==> src/rtl/rx_top.sv <==
// UART receiver: 2-flop input sync, oversampled start detection, 3-point
// majority bit sampling, optional parity check and stop-bit check.
module rx_top #(
    parameter int unsigned DATA_WIDTH = 8
) (
    input  logic                  CLK,
    input  logic                  RST,
    input  logic                  RX_IN,
    input  logic [5:0]            PRESCALE,
    input  logic                  PAR_EN,
    input  logic                  PAR_TYP,
    output logic [DATA_WIDTH-1:0] P_DATA,
    output logic                  DATA_VALID,
    output logic                  PAR_ERR,
    output logic                  STP_ERR,
    output logic                  BUSY
);

    localparam int unsigned CNT_W = 6;
    localparam int unsigned BIT_W = $clog2(DATA_WIDTH + 1);

    typedef enum logic [2:0] {
        S_IDLE,
        S_START,
        S_DATA,
        S_PARITY,
        S_STOP
    } state_t;

    state_t                 state_q, state_d;
    logic                   sync1_q, rx_s_q;
    logic [CNT_W-1:0]       edge_cnt_q, edge_cnt_d;
    logic [BIT_W-1:0]       bit_cnt_q, bit_cnt_d;
    logic [2:0]             samp_q, samp_d;
    logic [DATA_WIDTH-1:0]  data_q, data_d;
    logic                   par_en_q, par_en_d;
    logic                   par_typ_q, par_typ_d;
    logic                   par_fail_q, par_fail_d;
    logic [DATA_WIDTH-1:0]  p_data_q, p_data_d;
    logic                   data_valid_q, data_valid_d;
    logic                   par_err_q, par_err_d;
    logic                   stp_err_q, stp_err_d;
    logic                   busy_q, busy_d;

    logic [CNT_W-1:0]       mid;
    logic                   boundary;
    logic                   maj;

    assign mid      = PRESCALE >> 1;
    assign boundary = (edge_cnt_q == PRESCALE - CNT_W'(1));
    assign maj      = (samp_q[0] & samp_q[1]) | (samp_q[0] & samp_q[2]) | (samp_q[1] & samp_q[2]);

    // State and datapath registers
    always_ff @(posedge CLK or posedge RST) begin
        if (RST) begin
            sync1_q      <= 1'b1;
            rx_s_q       <= 1'b1;
            state_q      <= S_IDLE;
            edge_cnt_q   <= '0;
            bit_cnt_q    <= '0;
            samp_q       <= '0;
            data_q       <= '0;
            par_en_q     <= 1'b0;
            par_typ_q    <= 1'b0;
            par_fail_q   <= 1'b0;
            p_data_q     <= '0;
            data_valid_q <= 1'b0;
            par_err_q    <= 1'b0;
            stp_err_q    <= 1'b0;
            busy_q       <= 1'b0;
        end else begin
            sync1_q      <= RX_IN;
            rx_s_q       <= sync1_q;
            state_q      <= state_d;
            edge_cnt_q   <= edge_cnt_d;
            bit_cnt_q    <= bit_cnt_d;
            samp_q       <= samp_d;
            data_q       <= data_d;
            par_en_q     <= par_en_d;
            par_typ_q    <= par_typ_d;
            par_fail_q   <= par_fail_d;
            p_data_q     <= p_data_d;
            data_valid_q <= data_valid_d;
            par_err_q    <= par_err_d;
            stp_err_q    <= stp_err_d;
            busy_q       <= busy_d;
        end
    end

    // Next state, bit timing and frame datapath
    always_comb begin
        state_d    = state_q;
        edge_cnt_d = '0;
        bit_cnt_d  = bit_cnt_q;
        samp_d     = samp_q;
        data_d     = data_q;
        par_en_d   = par_en_q;
        par_typ_d  = par_typ_q;
        par_fail_d = par_fail_q;

        if (state_q != S_IDLE) begin
            edge_cnt_d = boundary ? '0 : edge_cnt_q + CNT_W'(1);
            if (edge_cnt_q == mid - CNT_W'(1)) samp_d[0] = rx_s_q;
            if (edge_cnt_q == mid)             samp_d[1] = rx_s_q;
            if (edge_cnt_q == mid + CNT_W'(1)) samp_d[2] = rx_s_q;
        end

        case (state_q)
            S_IDLE: begin
                if (!rx_s_q) state_d = S_START;
            end
            S_START: begin
                if (boundary) begin
                    if (maj) begin
                        state_d = S_IDLE;
                    end else begin
                        state_d    = S_DATA;
                        bit_cnt_d  = '0;
                        par_en_d   = PAR_EN;
                        par_typ_d  = PAR_TYP;
                        par_fail_d = 1'b0;
                    end
                end
            end
            S_DATA: begin
                if (boundary) begin
                    data_d = {maj, data_q[DATA_WIDTH-1:1]};
                    if (bit_cnt_q == BIT_W'(DATA_WIDTH - 1)) begin
                        bit_cnt_d = '0;
                        state_d   = par_en_q ? S_PARITY : S_STOP;
                    end else begin
                        bit_cnt_d = bit_cnt_q + BIT_W'(1);
                    end
                end
            end
            S_PARITY: begin
                if (boundary) begin
                    par_fail_d = maj ^ (^data_q) ^ par_typ_q;
                    state_d    = S_STOP;
                end
            end
            S_STOP: begin
                // A start edge already visible at the stop boundary is taken directly
                if (boundary) state_d = rx_s_q ? S_IDLE : S_START;
            end
            default: state_d = S_IDLE;
        endcase
    end

    // Registered result pulses and status
    always_comb begin
        p_data_d     = p_data_q;
        data_valid_d = 1'b0;
        par_err_d    = 1'b0;
        stp_err_d    = 1'b0;
        busy_d       = (state_q != S_IDLE);

        if (state_q == S_STOP && boundary) begin
            if (!maj) begin
                stp_err_d = 1'b1;
            end else if (par_fail_q) begin
                par_err_d = 1'b1;
            end else begin
                data_valid_d = 1'b1;
                p_data_d     = data_q;
            end
        end
    end

    assign P_DATA     = p_data_q;
    assign DATA_VALID = data_valid_q;
    assign PAR_ERR    = par_err_q;
    assign STP_ERR    = stp_err_q;
    assign BUSY       = busy_q;

endmodule
==> config.mk <==
export PLATFORM = sky130hd
export DESIGN_NAME = rx_top
export DESIGN_NICKNAME = d
export VERILOG_FILES = /design/src/rtl/rx_top.sv
export SDC_FILE = /design/constraint.sdc
export NUM_CORES = 1
export LEC_CHECK = 0
export CAP_MARGIN = 20
export CORE_UTILIZATION = 38
export DETAILED_ROUTE_END_ITERATION = 8
export PLACE_DENSITY_LB_ADDON = 0.08
export SLEW_MARGIN = 20
export SYNTH_ARGS = -nofsm -noshare
export SYNTH_HDL_FRONTEND = slang
export SYNTH_SLANG_ARGS = --single-unit
==> constraint.sdc <==
create_clock -name CLK -period 2.4 [get_ports CLK]
set_input_delay 0.24 -clock CLK [delete_from_list [all_inputs] [get_ports CLK]]
set_output_delay 0.24 -clock CLK [all_outputs]
set_load 0.03 [all_outputs]
### Word-level counts from Yosys, hierarchy flattened

Index checks and enable logic that the tools add are counted.

| word-level totals | value |
|---|---|
| register bits after elaboration | 41 |
| memories kept | 0 |
| bits in latches | 0 |
| bits in writable memories | 0 |
| memory bits (read-only) | 0 |
| word-level logic and storage cells | 91 |

| cells by class | value |
|---|---|
| add/subtract/negate cells | 5 |
| $mul | 0 |
| muxes and demuxes | 29 |
| magnitude comparators | 0 |
| shift operators | 0 |
| reduce and logical (&&, ||, !) cells | 15 |
| equality and inequality tests | 16 |
| divide/modulo/power cells | 0 |
| bitwise gates (word level) | 9 |

Operators with widths:

| cell | count |
|---|---|
| 3-bit two-way mux | 7 |
| 6-bit equality test | 3 |
| 4-bit two-way mux | 4 |
| 3-bit case mux with 5 select lines | 1 |
| 2-bit inequality test (second input constant) | 7 |
| 1-bit two-way mux | 12 |
| 6-bit two-way mux | 2 |
| 4-bit case mux with 2 select lines | 1 |
| 2-bit AND reduction | 4 |
| 4-bit AND reduction | 2 |
| 8-bit parity | 1 |
| 5-bit by 1-bit adder with 6-bit output (second input constant) | 1 |
| 6-bit by 1-bit adder with 6-bit output (second input constant) | 1 |
| 3-bit by 2-bit equality test with 1-bit output (second input constant) | 2 |
| 6-bit by 5-bit equality test with 1-bit output | 1 |
| 3-bit AND reduction | 2 |
| 6-bit AND reduction | 1 |
| 5-bit by 1-bit subtractor with 6-bit output (second input constant) | 1 |
| 6-bit by 1-bit subtractor with 6-bit output (second input constant) | 1 |
| 4-bit by 1-bit adder with 4-bit output (second input constant) | 1 |
| 4-bit by 3-bit equality test with 1-bit output (second input constant) | 1 |
| 2-bit nonzero test | 2 |
| 1-bit AND | 3 |
| 3-bit by 1-bit equality test with 1-bit output (second input constant) | 1 |
| other kinds (9) | 12 |

### Longest topological paths before layout

| depth | value |
|---|---|
| depth in word-level cells | 7 |
| gate-level depth with buffers | 9 |

### Worst setup path before layout

Ideal clock, no wire load.

| timing path | value |
|---|---|
| kind | input to register |
| start point | input PRESCALE[2] |
| end point | register p_data_q[0], in the netlist P_DATA[0] |
| stages on the path | 9 |
| setup slack | -0.220 ns |
| required time | 2.275 ns |
| arrival time | 2.495 ns |
| cell sequence | clkbuf_1 > inv_1 > ha_1 > or3b_4 > or3_1 > a2111oi_2 > buf_6 > nand3_4 > mux2_4 |

| on the way | value |
|---|---|
| cells in the longest elaborated chain, start to end | 4 |

RTL lines:

| item | RTL line | source |
|---|---|---|
| start: declaration | 9 | `input logic [5:0] PRESCALE,` |
| 6-bit by 1-bit subtractor with 6-bit output | 50 | `assign boundary = (edge_cnt_q == PRESCALE - CNT_W'(1));` |
| 6-bit equality test | 50 |  |
| 1-bit logical AND | 158 | `if (state_q == S_STOP && boundary) begin` |
| 3-bit AND reduction (no source line) | - |  |
| end signal: assignment | 82 | `p_data_q <= p_data_d;` |
| end: declaration | 39 | `logic [DATA_WIDTH-1:0] p_data_q, p_data_d;` |

Every way passes these cells.
A chain may end at the register's enable or synchronous reset.

### Worst setup path after layout

| timing path | value |
|---|---|
| start point | input PRESCALE[2] |
| end point | register state_q[0] |

| on the way | value |
|---|---|
| cells in the longest elaborated chain, start to end | 4 |

RTL lines:

| item | RTL line | source |
|---|---|---|
| 6-bit by 1-bit subtractor with 6-bit output (*) | 50 |  |
| 6-bit equality test (*) | 50 |  |
| 2-bit inequality test (no source line) | - |  |
| 6-bit AND reduction (no source line) (*) | - |  |
| end signal: assignment | 74 | `state_q <= state_d;` |
| end: declaration | 30 | `state_t state_q, state_d;` |

Mark *: on every way between the ends. The rest lies on a longest branch, timed or not.

==> impl_metrics.ini <==
[timing]
tightest_slew_ns = 0.626
max_freq_mhz = 428
maxSlewViolCount = 0
fin_skew_ns = 0.00632
post-route-min-period_ns = 2.34
hold_viol = 0
rsz0062_at_grt = true
setup_viol = 0
period_share_pct = 97.3
maxSlewHeadroom_pct = 57.7

[synth]
netlist_area_um2 = 2320
synth_ff_type = dfrtp_1
synth_nets = 230
synth_edf_count = 0
synth_area_leaders = dfrtp_1, mux2_2, xnor2_1
synth-seq-area-share_pct = 44.3
synth_warnings = 0
synth_area_per_cell_um2 = 10.9
synth-async-reset-ratio_pct = 100
netlist_instances = 213
synth.distinct_cells = 47
synth_top_area_share_pct = 42.1
post-synth-top-area-cell = dfrtp_1
synth_seq_cells = 41

[hold_path]
hold_class = in2async

[power_and_ir_drop]
ir_drop_mv = 0.503
power_leakage_nw = 1.31
power_density_nw_per_um2 = 836

[final_layout]
utilization_pct = 50.0
final_cell_count_no_fill = 336
drive_gt1_share_pct = 28.0
syn_to_final_growth_pct = 27.7
nets = 277
diodes = 0

[critical_path]
crit_fanout = 6
rr_startpoint = edge_cnt_q[5]
end_kind = flop
crit_start = PRESCALE[2]
crit_buf_inv = 4
start_kind = primary input
critPathArrivalTime_ns = 2.55
crit_family = simple AND/OR/NAND/NOR gates
slowest_stage = a2111oi_4
cp_cell_sequence = clkdlybuf4s15_1 > inv_2 > ha_4 > or3b_4 > or3_4 > a2111oi_4 > bufbuf_16 > buf_4 > a31oi_2 > a211oi_2
cp_data_required_time_ns = 2.61
cpPeakStageDelay_ns = 0.41
critPathKind = in2reg

[clock_network]
htreeDepth = 2
cts_sinks = 41
cts_made_buffers = 5
cts_hold_buffers = 0
clkLatencyLatePin_ns = 0.30
clockRootBuffer = clkbuf_8
cts_tree = done
clk_pin_slew_worst_paths_ns = 0.08
clk_path_buf_depth = 2

[route]
firstDrtPassIters = 4
wire_per_inst_um = 15.4
drtAntennaViolNets = 0
via_per_inst = 5.22
drc = 0
vias = 1754
wirelength_um = 5180
drtIter0Drc = 125

[outcome]
status = complete, no violations

[die]
die_x_um = 80.1
rows = 28
core_um2 = 5920
floorplan.initialDensity_pct = 39.2
chipHeight_um = 80.1
ios = 23
die-area_um2 = 6420

[grt]
grt_pass1_vias = 1835
grt_pass1_wl_um = 8900
grtUsageTotal_pct = 18.3
overflow = 0
grt_max_degree = 24
grt_antenna_before_repair = 0

[run]
maxCapViolCount = 0

[place]
finalWeightedCongestion = 0.827
hpwl_um = 3780
io_buffers = 22
place_inst = 322
[registers in the layout (all words and copies together), names as in the netlist]
signal,flops
P_DATA,8
data_q,8
edge_cnt_q,6
bit_cnt_q,4
samp_q,3
state_q,3
BUSY,1
DATA_VALID,1
PAR_ERR,1
STP_ERR,1
par_en_q,1
par_fail_q,1
par_typ_q,1
rx_s_q,1
sync1_q,1
[stage by stage]
| step | hold WS (ns) | power (mW) | area [um2] | setup slack [ns] | setup TNS [ns] |
|---|---|---|---|---|---|
| floorplan | 0.244 | 1.67 | 2360 | 0.0202 | 0 |
| global placement | 0.349 | 1.95 | 2790 | -0.461 | -14.61 |
| detailed placement | 0.347 | 1.98 | 2790 | -0.457 | -14.96 |
| CTS | 0.303 | 2.50 | 2960 | 0.00282 | 0 |
| global route | 0.353 | 2.65 | 2960 | -0.0289 | -0.0582 |
| finish | 0.288 | 2.48 | 2960 | 0.0643 | 0 |
[worst min-delay path, cell delays in order]
cell and delay [ns]:
clkdlybuf4s50_1 0.40, inv_1 0.07, buf_4 0.25
[Yosys cell counts (2+ instances only)]
library cell and instances:
a41o_1 2, xor2_1 9, o211ai_1 4, nor3_1 12
and3_1 4, a32o_1 2, nand2_1 8, buf_6 2
xnor2_1 23, nor2b_1 4, nor2_1 8, dfstp_2 2
nand3_1 8, nand3_4 2, ha_1 6, dfrtp_1 39
buf_2 3, clkbuf_1 4, nor4b_1 2, or3_1 4
nor4_1 3, inv_1 9, o21ai_0 4, a31oi_1 5
mux2_2 20, a21oi_1 3
[where the power goes]
group / switching (mW) / internal (mW) / leakage, nW
sequential: 0.168 / 0.819 / 0.535
clock: 0.247 / 0.201 / 0.0439
combinational: 0.510 / 0.531 / 0.728
total: 0.925 / 1.55 / 1.31
[cells in the final DEF (no fill, tap or decap), types with 3 or more instances in the layout]
cell	Yosys	routed
buf_4	0	26
xnor2_1	23	23
clkdlybuf4s50_1	0	18
ha_1	6	5
mux2_2	20	20
o21ai_0	4	4
and3_1	4	4
inv_1	9	7
dfrtp_1	39	39
a21oi_1	3	3
nand2_1	8	8
xor2_1	9	9
nor3_1	12	12
nand3_1	8	8
o211ai_1	4	4
nor2_1	8	8
or3_1	4	3
clkbuf_8	0	5
a31oi_1	5	4
nor2b_1	4	4
[repair_timing]
action	CTS	global route
resized for setup	12	0
setup endpoints to repair	35	25
pin swaps	3	1
cloned	2	0
setup buffers	4	0
[per-layer routing]
metal / wire length, um / global-route usage, %
met1: 2260 / 23.0
met2: 2670 / 31.5
met3: 189 / 3.18
met4: 62 / 6.07
met5: 0 / 0
[cell type report]
| type | count | area [um2] |
|---|---|---|
| clock buffers | 5 | 68.8 |
| clock inverters | 3 | 17.5 |
| fillers | 541 | 2960 |
| inverters | 9 | 33.8 |
| multi-input cells | 153 | 1250 |
| flip-flops and latches | 41 | 1030 |
| well taps | 75 | 93.8 |
| repair buffers | 50 | 467 |
[logic make-up after synthesis]
| family | share of synthesized area (%) |
|---|---|
| AOI/OAI and AO/OA | 9.71 |
| xor gates and xnor gates | 12.1 |
| adders and majority gates | 3.67 |
| buffers and inverters | 4.10 |
| DFF | 44.3 |
| muxes | 10.8 |
| and+or+nand+nor | 15.3 |
[worst paths after layout]
kind                               to  slack (ns)  cells after the start
hold / removal             state_q[0]        0.29                      3
setup / recovery           state_q[0]        0.06                     10
min in group CLK               rx_s_q        0.36                      0
hold reg to reg                rx_s_q        0.36                      0
max in group asynchronous     sync1_q        1.81                      3
setup reg to reg           state_q[0]        0.25                      8
Note: power is estimated with default switching activity, not from simulation.
